## config.mk

```make
export PLATFORM = sky130hd
export DESIGN_NAME = pipelined_adder_tree
export DESIGN_NICKNAME = d
export VERILOG_FILES = /design/src/rtl/pipelined_adder_tree_pkg.sv /design/src/rtl/pipelined_adder_tree_level.sv /design/src/rtl/pipelined_adder_tree.sv
export SDC_FILE = /design/constraint.sdc
export NUM_CORES = 1
export LEC_CHECK = 0
export CORE_MARGIN = 3
export CORE_UTILIZATION = 28
export DETAILED_ROUTE_END_ITERATION = 16
export SETUP_SLACK_MARGIN = 0.05
export SLEW_MARGIN = 40
export SYNTH_ARGS = -nofsm -noshare
export SYNTH_HDL_FRONTEND = slang
export SYNTH_SLANG_ARGS = --single-unit
```

## constraint.sdc

```tcl
create_clock -name clk -period 2.7 [get_ports clk]
set_input_delay 0.27 -clock clk [delete_from_list [all_inputs] [get_ports clk]]
set_output_delay 0.27 -clock clk [all_outputs]
set_load 0.05 [all_outputs]
```

## src/rtl/pipelined_adder_tree_pkg.sv

```systemverilog
// Shared helpers for the pipelined adder tree: tree depth calculation.
package pipelined_adder_tree_pkg;

    // Number of registered levels; a single operand still gets one stage.
    function automatic int unsigned tree_levels(input int unsigned n);
        return (n <= 1) ? 1 : $clog2(n);
    endfunction

endpackage

```

## src/rtl/pipelined_adder_tree_level.sv

```systemverilog
// One registered level of the adder tree: N_PAIRS signed adds, each growing by one bit.
module adder_tree_level
    import pipelined_adder_tree_pkg::*;
#(
    parameter int unsigned N_PAIRS = 1,
    parameter int unsigned W       = 16
) (
    input  logic                       clk,
    input  logic                       rst_n,
    input  logic                       i_en,
    input  logic [2*N_PAIRS*W-1:0]     i_data,
    output logic [N_PAIRS*(W+1)-1:0]   o_data
);

    logic [N_PAIRS*(W+1)-1:0] r_sum;
    logic [N_PAIRS*(W+1)-1:0] w_sum;

    always_comb begin
        w_sum = '0;
        for (int p = 0; p < int'(N_PAIRS); p++) begin
            w_sum[p*(W+1) +: W+1] = (W+1)'($signed(i_data[(2*p)*W +: W]))
                                  + (W+1)'($signed(i_data[(2*p+1)*W +: W]));
        end
    end

    always_ff @(posedge clk or negedge rst_n) begin
        if (!rst_n) begin
            r_sum <= '0;
        end else if (i_en) begin
            r_sum <= w_sum;
        end
    end

    assign o_data = r_sum;

endmodule

```

## src/rtl/pipelined_adder_tree.sv

```systemverilog
// Pipelined signed adder tree with valid/ready flow control and a global stall.
// Optional result accumulator across vector groups: define ADDER_TREE_ACC_EN.
module pipelined_adder_tree
    import pipelined_adder_tree_pkg::*;
#(
    parameter int unsigned N_IN  = 9,
    parameter int unsigned IN_W  = 16,
    parameter int unsigned OUT_W = 20,
    parameter int unsigned ACC_W = 24
) (
    input  logic                     clk,
    input  logic                     rstn,
    input  logic [N_IN*IN_W-1:0]     in_data,
    input  logic                     in_valid,
    output logic                     in_ready,
    input  logic                     acc_last,
`ifdef ADDER_TREE_ACC_EN
    output logic signed [ACC_W-1:0]  out_sum,
`else
    output logic signed [OUT_W-1:0]  out_sum,
`endif
    output logic                     out_valid,
    input  logic                     out_ready
);

    localparam int unsigned LEVELS = tree_levels(N_IN);
    localparam int unsigned P2     = 1 << LEVELS;
    localparam int unsigned TREE_W = IN_W + LEVELS;

    logic                     w_adv;
    logic [LEVELS-1:0]        r_vld;
    logic [P2*IN_W-1:0]       w_pad;
    logic signed [TREE_W-1:0] w_tree;

    // Unused upper operand slots are zero so they do not disturb the sum.
    assign w_pad    = (P2*IN_W)'(in_data);
    assign in_ready = w_adv;

    for (genvar k = 1; k <= int'(LEVELS); k++) begin : g_lvl
        localparam int unsigned NP = P2 >> k;
        localparam int unsigned LW = IN_W + k - 1;

        logic [2*NP*LW-1:0]   w_in;
        logic [NP*(LW+1)-1:0] w_out;

        if (k == 1) begin : g_first
            assign w_in = w_pad;
        end else begin : g_next
            assign w_in = g_lvl[k-1].w_out;
        end

        adder_tree_level #(
            .N_PAIRS (NP),
            .W       (LW)
        ) u_level (
            .clk    (clk),
            .rst_n  (rstn),
            .i_en   (w_adv),
            .i_data (w_in),
            .o_data (w_out)
        );
    end

    assign w_tree = g_lvl[LEVELS].w_out;

    always_ff @(posedge clk or negedge rstn) begin
        if (!rstn) begin
            r_vld <= '0;
        end else if (w_adv) begin
            r_vld <= LEVELS'({r_vld, in_valid});
        end
    end

`ifdef ADDER_TREE_ACC_EN
    logic [LEVELS-1:0]       r_last;
    logic signed [ACC_W-1:0] r_acc;
    logic signed [ACC_W-1:0] r_out_sum;
    logic signed [ACC_W-1:0] w_acc_sum;
    logic                    r_out_valid;

    assign w_adv     = !r_out_valid || out_ready;
    assign w_acc_sum = r_acc + ACC_W'(w_tree);

    // Accumulate each valid tree result; emit and clear on the group's last one.
    always_ff @(posedge clk or negedge rstn) begin
        if (!rstn) begin
            r_last      <= '0;
            r_acc       <= '0;
            r_out_sum   <= '0;
            r_out_valid <= 1'b0;
        end else if (w_adv) begin
            r_last      <= LEVELS'({r_last, in_valid && acc_last});
            r_out_valid <= 1'b0;
            if (r_vld[LEVELS-1]) begin
                if (r_last[LEVELS-1]) begin
                    r_out_sum   <= w_acc_sum;
                    r_out_valid <= 1'b1;
                    r_acc       <= '0;
                end else begin
                    r_acc <= w_acc_sum;
                end
            end
        end
    end

    assign out_sum   = r_out_sum;
    assign out_valid = r_out_valid;
`else
    assign w_adv     = !r_vld[LEVELS-1] || out_ready;
    assign out_sum   = OUT_W'(w_tree);
    assign out_valid = r_vld[LEVELS-1];
`endif

endmodule

```

# [After elaboration in Yosys (flattened, before gate mapping)]
# Cells that the tools add are included.
[word_totals] regBits=195
[classes] n_addsub=8 n_reduce_logical=2
[op_table] operator="$add A16 B16 Y17" n=4
[op_table] operator="$add A17 B17 Y18" n=2
[op_table] operator="$add A19 B16 Y20" n=1
[op_table] operator="$add A18 B18 Y19" n=1
[op_table] operator="$logic_not A1 Y1" n=1
[op_table] operator="$logic_or A1 B1 Y1" n=1

# [Logic depth before layout (Yosys ltp)]
# Gate-level depths: netlist of run 1.
[depth] depth_word=2 mapped_depth=9 mapped_depth_nobuf=9

# [By module]
# From an unflattened synthesis of run 1, not the netlist that was laid out.
[unflattened] cells_unflattened=2299 area_unflattened_um2=21867.2
[by_module_without_submodules] mod="adder_tree_level at g_lvl[1].u_level" n_inst=1 cells_each=1110 area_per_inst_um2=10819.1 seq_area_each_um2=3403.3
[by_module_without_submodules] mod="adder_tree_level at g_lvl[2].u_level" n_inst=1 cells_each=629 area_per_inst_um2=5836.8 seq_area_each_um2=1801.7
[by_module_without_submodules] mod="adder_tree_level at g_lvl[3].u_level" n_inst=1 cells_each=378 area_per_inst_um2=3334.4 seq_area_each_um2=950.9
[by_module_without_submodules] mod="adder_tree_level at g_lvl[4].u_level" n_inst=1 cells_each=172 area_per_inst_um2=1706.6 seq_area_each_um2=500.5
[by_module_without_submodules] mod="pipelined_adder_tree" n_inst=1 cells_each=10 area_per_inst_um2=170.2 seq_area_each_um2=100.1

# [Least setup slack after synthesis of run 1]
# OpenSTA, ideal clock, no wires.
[synth_timing] path_kind="in2reg" from="in in_data[64]" to="reg g_lvl[1].u_level.r_sum[46]" arrival_ns=2.182 t_required_ns=2.575 path_slack_ns=0.393 stages=8 path_buffers=0 cell_sequence="ha_1 fa_1 a211oi_1 o21ai_1 a31o_2 a311oi_1 xnor2_1 mux2_2"
[synth_between] elab_chain_cells=1
[synth_rtl] element="start: declaration" line="pipelined_adder_tree.sv:13" text="input logic [N_IN*IN_W-1:0] in_data,"
[synth_rtl] element="$add A16 B16 Y17" line="pipelined_adder_tree_level.sv:22" text="+ (W+1)'($signed(i_data[(2*p+1)*W +: W]));"
[synth_rtl] element="end signal: assignment" line="pipelined_adder_tree_level.sv:30" text="r_sum <= w_sum;"
[synth_rtl] element="end: declaration" line="pipelined_adder_tree_level.sv:15" text="logic [N_PAIRS*(W+1)-1:0] r_sum;"
# No other way between the ends.
# A chain may end at the register's enable or synchronous reset.

# [Worst setup path after layout of run 1]
[layout_timing] from="reg g_lvl[3].u_level.r_sum[0]" to="reg g_lvl[4].u_level.r_sum[16]"
[layout_between] elab_chain_cells=1
[layout_rtl] element="start: declaration" line="pipelined_adder_tree_level.sv:15"
[layout_rtl] element="start signal: assignment" line="pipelined_adder_tree_level.sv:30"
[layout_rtl] element="$add A19 B16 Y20" line="pipelined_adder_tree_level.sv:22"
[layout_rtl] element="end signal: assignment" line="pipelined_adder_tree_level.sv:30"
[layout_rtl] element="end: declaration" line="pipelined_adder_tree_level.sv:15"
# No other way between the ends.

==> results of run 1 <==
metrics by stage:
step | cells | utilization (%) | worst slack (ns)
floorplan | 1541 | - | 0.393
global placement | 2299 | 34.0 | -0.181
detailed placement | 2299 | 34.0 | -0.187
CTS | 2332 | 35.3 | 0.112
global route | 2332 | 35.3 | 0.0547
finish | 2332 | 35.3 | 0.238
worst max-delay path by stage:
stage                                                      start                                       to  cells after the start
after floorplan                                      in_data[64]  g_lvl[1].u_level.o_data[46]$_DFFE_PN0P_                      8
after global placement                               in_data[64]  g_lvl[1].u_level.o_data[46]$_DFFE_PN0P_                      9
after detailed placement                             in_data[64]  g_lvl[1].u_level.o_data[46]$_DFFE_PN0P_                      9
after CTS                 g_lvl[2].u_level.o_data[0]$_DFFE_PN0P_  g_lvl[3].u_level.o_data[16]$_DFFE_PN0P_                     10
after global routing      g_lvl[3].u_level.o_data[0]$_DFFE_PN0P_  g_lvl[4].u_level.o_data[16]$_DFFE_PN0P_                      8
final                     g_lvl[3].u_level.o_data[0]$_DFFE_PN0P_  g_lvl[4].u_level.o_data[16]$_DFFE_PN0P_                      8
layout by cell type (no fill, tap or decap), types with 32 or more instances in the layout:
master and count:
xnor2_1 43, nand3_1 32, inv_1 33, clkdlybuf4s50_1 167, dfrtp_1 195, a21oi_1 140, xor2_1 37, nand2_1 296
nor2_1 112, a21o_1 47, o21ai_0 45, ha_1 135, a211oi_1 35, o21ai_1 63
layout make-up:
class                      instances  area (um2)  share of cell area (%)
multi-input combinational       1262        8140                    49.3
sequential                       195        4880                    29.5
timing repair buffer             202        2010                    12.1
tap                              607         759                    4.60
clock buffer                      18         429                    2.60
clock inverter                    14         175                    1.06
inverter                          34         133                   0.803
critical path, delay by kind of cell, from the launching register on:
| kind | cells | cell delay [ns] |
|---|---|---|
| flip-flops | 1 | 0.39 |
| AO/OA/AOI/OAI | 5 | 1.09 |
| AND/OR/NAND/NOR | 1 | 0.21 |
| adder cells (fa/ha/maj) | 2 | 0.67 |
kinds of logic after synthesis:
group	synth area share, %
AO/OA/AOI/OAI	22.8
XOR/XNOR	5.27
AND/OR/NAND/NOR	18.6
flip-flops	36.7
buffers and inverters	2.37
multiplexers	0.320
adder cells (fa/ha/maj)	13.9
timing repair:
action | CTS | global route
endpoints found under the hold margin | 58 | 0
setup endpoints to repair | 0 | 4
gates resized for setup | 0 | 5
hold buffers | 1 | 0
per-layer routing:
metal,up-vias,GRT usage (%),wire (um)
met3,18,1.98,884
met4,0,2.79,347
met2,157,24.9,17200
met1,5540,18.1,16100
met5,-,0,0
li1,5884,-,-
power by group:
part / internal [mW] / total, mW / switching [mW]
logic: 4.92 / 11.5 / 6.61
clock network: 1.33 / 2.58 / 1.26
registers: 4.31 / 5.27 / 0.953
total: 10.6 / 19.4 / 8.82
sequential cells by signal, summed over array words and instances (netlist names):
register and count:
r_vld 4, g_lvl.u_level.o_data 191
==> metrics.yaml, run 1 <==
cp.arrival_ns: 2.80
die_width_um: 224
status: "finished, final reports clean"
holdWs_ns: 0.358
total_power_mw: 19.4
ys.flop_type: "dfrtp_1"
min_to: "g_lvl[1].u_level.o_data[79]$_DFFE_PN0P_"
finClkSkew_ns: 0.0123
drv_slew: 0
root_buffer: "clkbuf_16"
cts_tree: "built"
fillCellCount: 4803
synth_area_mm2: 0.0133
yosys-top-cells-count: "nand2_1 (296), dfrtp_1 (195), a21oi_1 (140)"
critical_path_class: "reg2reg"
tightest_slew_ns: 0.580
hold_class: "in2reg"
rsz0062_at_grt: "false"
syn_inst: 1541
fmax_mhz: 406
drt_pass1_iterations: 4
final_nets: 2004
final_cell_area_mm2: 0.0165
cts_buffers: 17
post_cts_buffers: 0
grt_max_degree: 113
drc_errors: 0
whs_path_depth: 3
die_y_um: 224
grt.total_usage_pct: 13.9
critPathLaunchType: "flip-flop"
cpPeakStageDelay_ns: 0.44
ir_worst_vdd_mv: 0.498
grt_pass1_wl_mm: 58.2
antenna_found_initial: 0
r2r-start: "g_lvl[3].u_level.o_data[0]$_DFFE_PN0P_"
setup_viol: 0
avgSynthCellArea_um2: 8.63
place_congestion: 0.836
place_hpwl_mm: 26.9
yosys-top-cells-area: "dfrtp_1 (37%), ha_1 (13%), nand2_1 (8.4%), a21oi_1 (5.3%), nor2_1 (3.2%)"
drt-wirelength-per-cell_um: 14.8
fin_tns_setup_ns: 0
synthDistinctLibCells: 69
rr_endpoint: "g_lvl[4].u_level.o_data[16]$_DFFE_PN0P_"
r2r.worst_path.cells: 8
slowest_stage: "fa_1"
setup.worst_path.end_class: "flip-flop"
period_share_pct: 91.2
vias: 11600
core_mm2: 0.0468
worstPathMaxFanout: 4
fin_crit_ns: 2.46
ys_warn_count: 0
overflow: 0
power_density_mw_per_mm2: 1170
synth.top_cell.area_share_pct: 36.7
maxCapViolCount: 0
dieArea_mm2: 0.0501
avgViaCountPerCell: 4.97
htree_levels: 4
yosys.area.top_type: "dfrtp_1"
syn_to_final_growth_pct: 24.3
rrSetupSlack_ns: 0.24
async_flop_share_pct: 100
hp-start: "in_data[139]"
cts_max_path_buffers: 2
cp.required_ns: 3.04
clock_latency_ns: 0.44
final-hold-violation-count: 0
ys_ff_latch: 195
synth-edff-count: 0
wl_mm: 34.5
drive_gt1_share_pct: 4.70
n_antenna_cell: 0
ios: 171
io_buffers: 169
clk_pin_slew_ns: 0.08
leakage_nw: 7.29
synthesis.nets: 1833
drtIter0Drc: 574
drtAntennaViolNets: 0
slew_headroom_pct: 61.4
cts.sinks: 195
rows: 79
path_cells: "ha_1 > fa_1 > a211oi_1 > o21ai_1 > nand3_1 > a21oi_1 > o21a_1 > o31ai_1"
grt_pass1_vias: 11800
post_dp_cell_area_mm2: 0.0159
yosysSeqAreaShare_pct: 36.7
synth_most_common_cell: "nand2_1"
start_util_pct: 28.4
(Power assumes the default switching activity.)
==> run 2: changes to the inputs <==
==> constraint.sdc (replaced) <==
create_clock -name clk -period 2.7 [get_ports clk]
set_input_delay 0.27 -clock clk [delete_from_list [all_inputs] [get_ports clk]]
set_output_delay 0.27 -clock clk [all_outputs]
set_load 0.005 [all_outputs]
==> metrics.yaml, run 2 (synthesis results as in run 1) <==
finClkSkew_ns: 0.0145
setup.worst_path.end_class: "flip-flop"
drt_pass1_iterations: 5
cp.arrival_ns: 2.82
p_switching_mw: 8.37
cp.required_ns: 3.02
grt.total_usage_pct: 14.0
rrSetupSlack_ns: 0.21
final_cell_mix: "nand2_1 (296), dfrtp_1 (195), clkdlybuf4s50_1 (168)"
drt-wirelength-per-cell_um: 15.0
pwr-share-comb_pct: 58.3
total_power_mw: 18.9
mostFrequentLayoutCell: "nand2_1"
power_density_mw_per_mm2: 1140
status: "finished, final reports clean"
final_nets: 2007
hold_class: "in2reg"
ios: 171
wl_mm: 35.0
dieArea_mm2: 0.0501
cts.sinks: 195
r2r-start: "g_lvl[2].u_level.o_data[0]$_DFFE_PN0P_"
fin_crit_ns: 2.49
cts_max_path_buffers: 2
drc_errors: 0
drv_slew: 0
fillCellCount: 4848
min_to: "g_lvl[1].u_level.o_data[74]$_DFFE_PN0P_"
post_dp_cell_area_mm2: 0.0159
die_y_um: 224
ir_worst_vdd_mv: 0.504
largest_register_ffs: 191
grt_max_degree: 92
syn_to_final_growth_pct: 24.4
clock_latency_ns: 0.45
overflow: 0
die_width_um: 224
start_util_pct: 28.4
rsz0062_at_grt: "false"
rows: 79
clk_pin_slew_ns: 0.08
core_mm2: 0.0468
place_hpwl_mm: 27.1
swShare_pct: 44.4
drtIter0Drc: 571
drive_gt1_share_pct: 4.69
hp-start: "in_data[134]"
leakage_nw: 7.31
htree_levels: 4
setup_viol: 0
cts_buffers: 17
critPathLaunchType: "flip-flop"
cts_tree: "built"
pwr-share-clk_pct: 13.9
period_share_pct: 92.3
final-hold-violation-count: 0
rr_endpoint: "g_lvl[3].u_level.o_data[16]$_DFFE_PN0P_"
p_seq_share_pct: 27.9
antenna_found_initial: 0
grt_pass1_wl_mm: 58.1
fmax_mhz: 401
place_congestion: 0.817
maxCapViolCount: 0
final_cell_area_mm2: 0.0165
vias: 11700
avgViaCountPerCell: 5.02
p_int_mw: 10.5
n_antenna_cell: 0
drtAntennaViolNets: 0
slew_headroom_pct: 60.3
worstPathMaxFanout: 3
critical_path_class: "reg2reg"
tightest_slew_ns: 0.596
io_buffers: 169
grt_pass1_vias: 11700
root_buffer: "clkbuf_16"
whs_path_depth: 3
r2r.worst_path.cells: 10
run 2: worst max-delay path by stage:
| stage | to | depth (start not counted) | slack (ns) | start |
|---|---|---|---|---|
| global route | g_lvl[3].u_level.o_data[16]$_DFFE_PN0P_ | 10 | 0.05 | g_lvl[2].u_level.o_data[0]$_DFFE_PN0P_ |
| CTS | g_lvl[3].u_level.o_data[16]$_DFFE_PN0P_ | 10 | 0.08 | g_lvl[2].u_level.o_data[0]$_DFFE_PN0P_ |
| global placement | g_lvl[1].u_level.o_data[46]$_DFFE_PN0P_ | 9 | -0.18 | in_data[64] |
| floorplan | g_lvl[1].u_level.o_data[46]$_DFFE_PN0P_ | 8 | 0.39 | in_data[64] |
| finish | g_lvl[3].u_level.o_data[16]$_DFFE_PN0P_ | 10 | 0.21 | g_lvl[2].u_level.o_data[0]$_DFFE_PN0P_ |
| detailed placement | g_lvl[1].u_level.o_data[46]$_DFFE_PN0P_ | 9 | -0.22 | in_data[64] |
run 2: power groups by stage:
stage	clock (mW)	sequential, mW	combinational, mW
5_1_grt	2.81	5.44	12.5
6_report	2.61	5.26	11.0
2_1_floorplan	0	4.94	8.16
4_1_cts	2.70	5.30	11.0
3_5_place_dp	0	5.36	11.0
3_3_place_gp	0	5.32	10.8
run 2: timing repair:
item / CTS / global route
hold endpoints to repair: 67 / 0
endpoints found under the setup margin: 0 / 4
setup buffers: 0 / 0
hold buffers: 1 / 0
gates resized for setup: 0 / 1
run 2: stage by stage:
| stage | hold slack, ns | setup slack, ns | std cells | setup TNS, ns | util, % |
|---|---|---|---|---|---|
| after global placement | 0.336 | -0.176 | 2302 | -0.529 | 34.0 |
| after floorplan | -0.0256 | 0.393 | 1541 | 0 | - |
| after detailed placement | 0.338 | -0.224 | 2302 | -0.700 | 34.0 |
| final | 0.350 | 0.208 | 2335 | 0 | 35.4 |
| after global routing | 0.340 | 0.0507 | 2335 | 0 | 35.4 |
| after CTS | 0.325 | 0.0842 | 2335 | 0 | 35.4 |
run 2: layer usage:
layer | part of all wire [%] | track usage (%)
met1 | 47 | 18.5
met3 | 2.5 | 1.94
met5 | 0 | 0
met4 | 1.7 | 3.82
met2 | 49 | 24.1
run 2: critical path, stage by stage (launching register included):
cell and delay, ns:
dfrtp_1 0.40, ha_1 0.18, inv_1 0.05, fa_1 0.40, nand2b_1 0.21, a211oi_2 0.28
o2111ai_1 0.20, a211oi_1 0.29, buf_4 0.16, o31a_1 0.13, o31ai_1 0.07
run 2: area by class of cell:
type                            count  area (um2)  share of cell area, %
Multi-Input combinational cell   1262        8110                   49.1
Clock inverter                     15         185                   1.12
Timing Repair Buffer              205        2040                   12.4
Inverter                           34         133                  0.802
Tap cell                          607         759                   4.59
Sequential cell                   195        4880                   29.5
Clock buffer                       17         425                   2.57
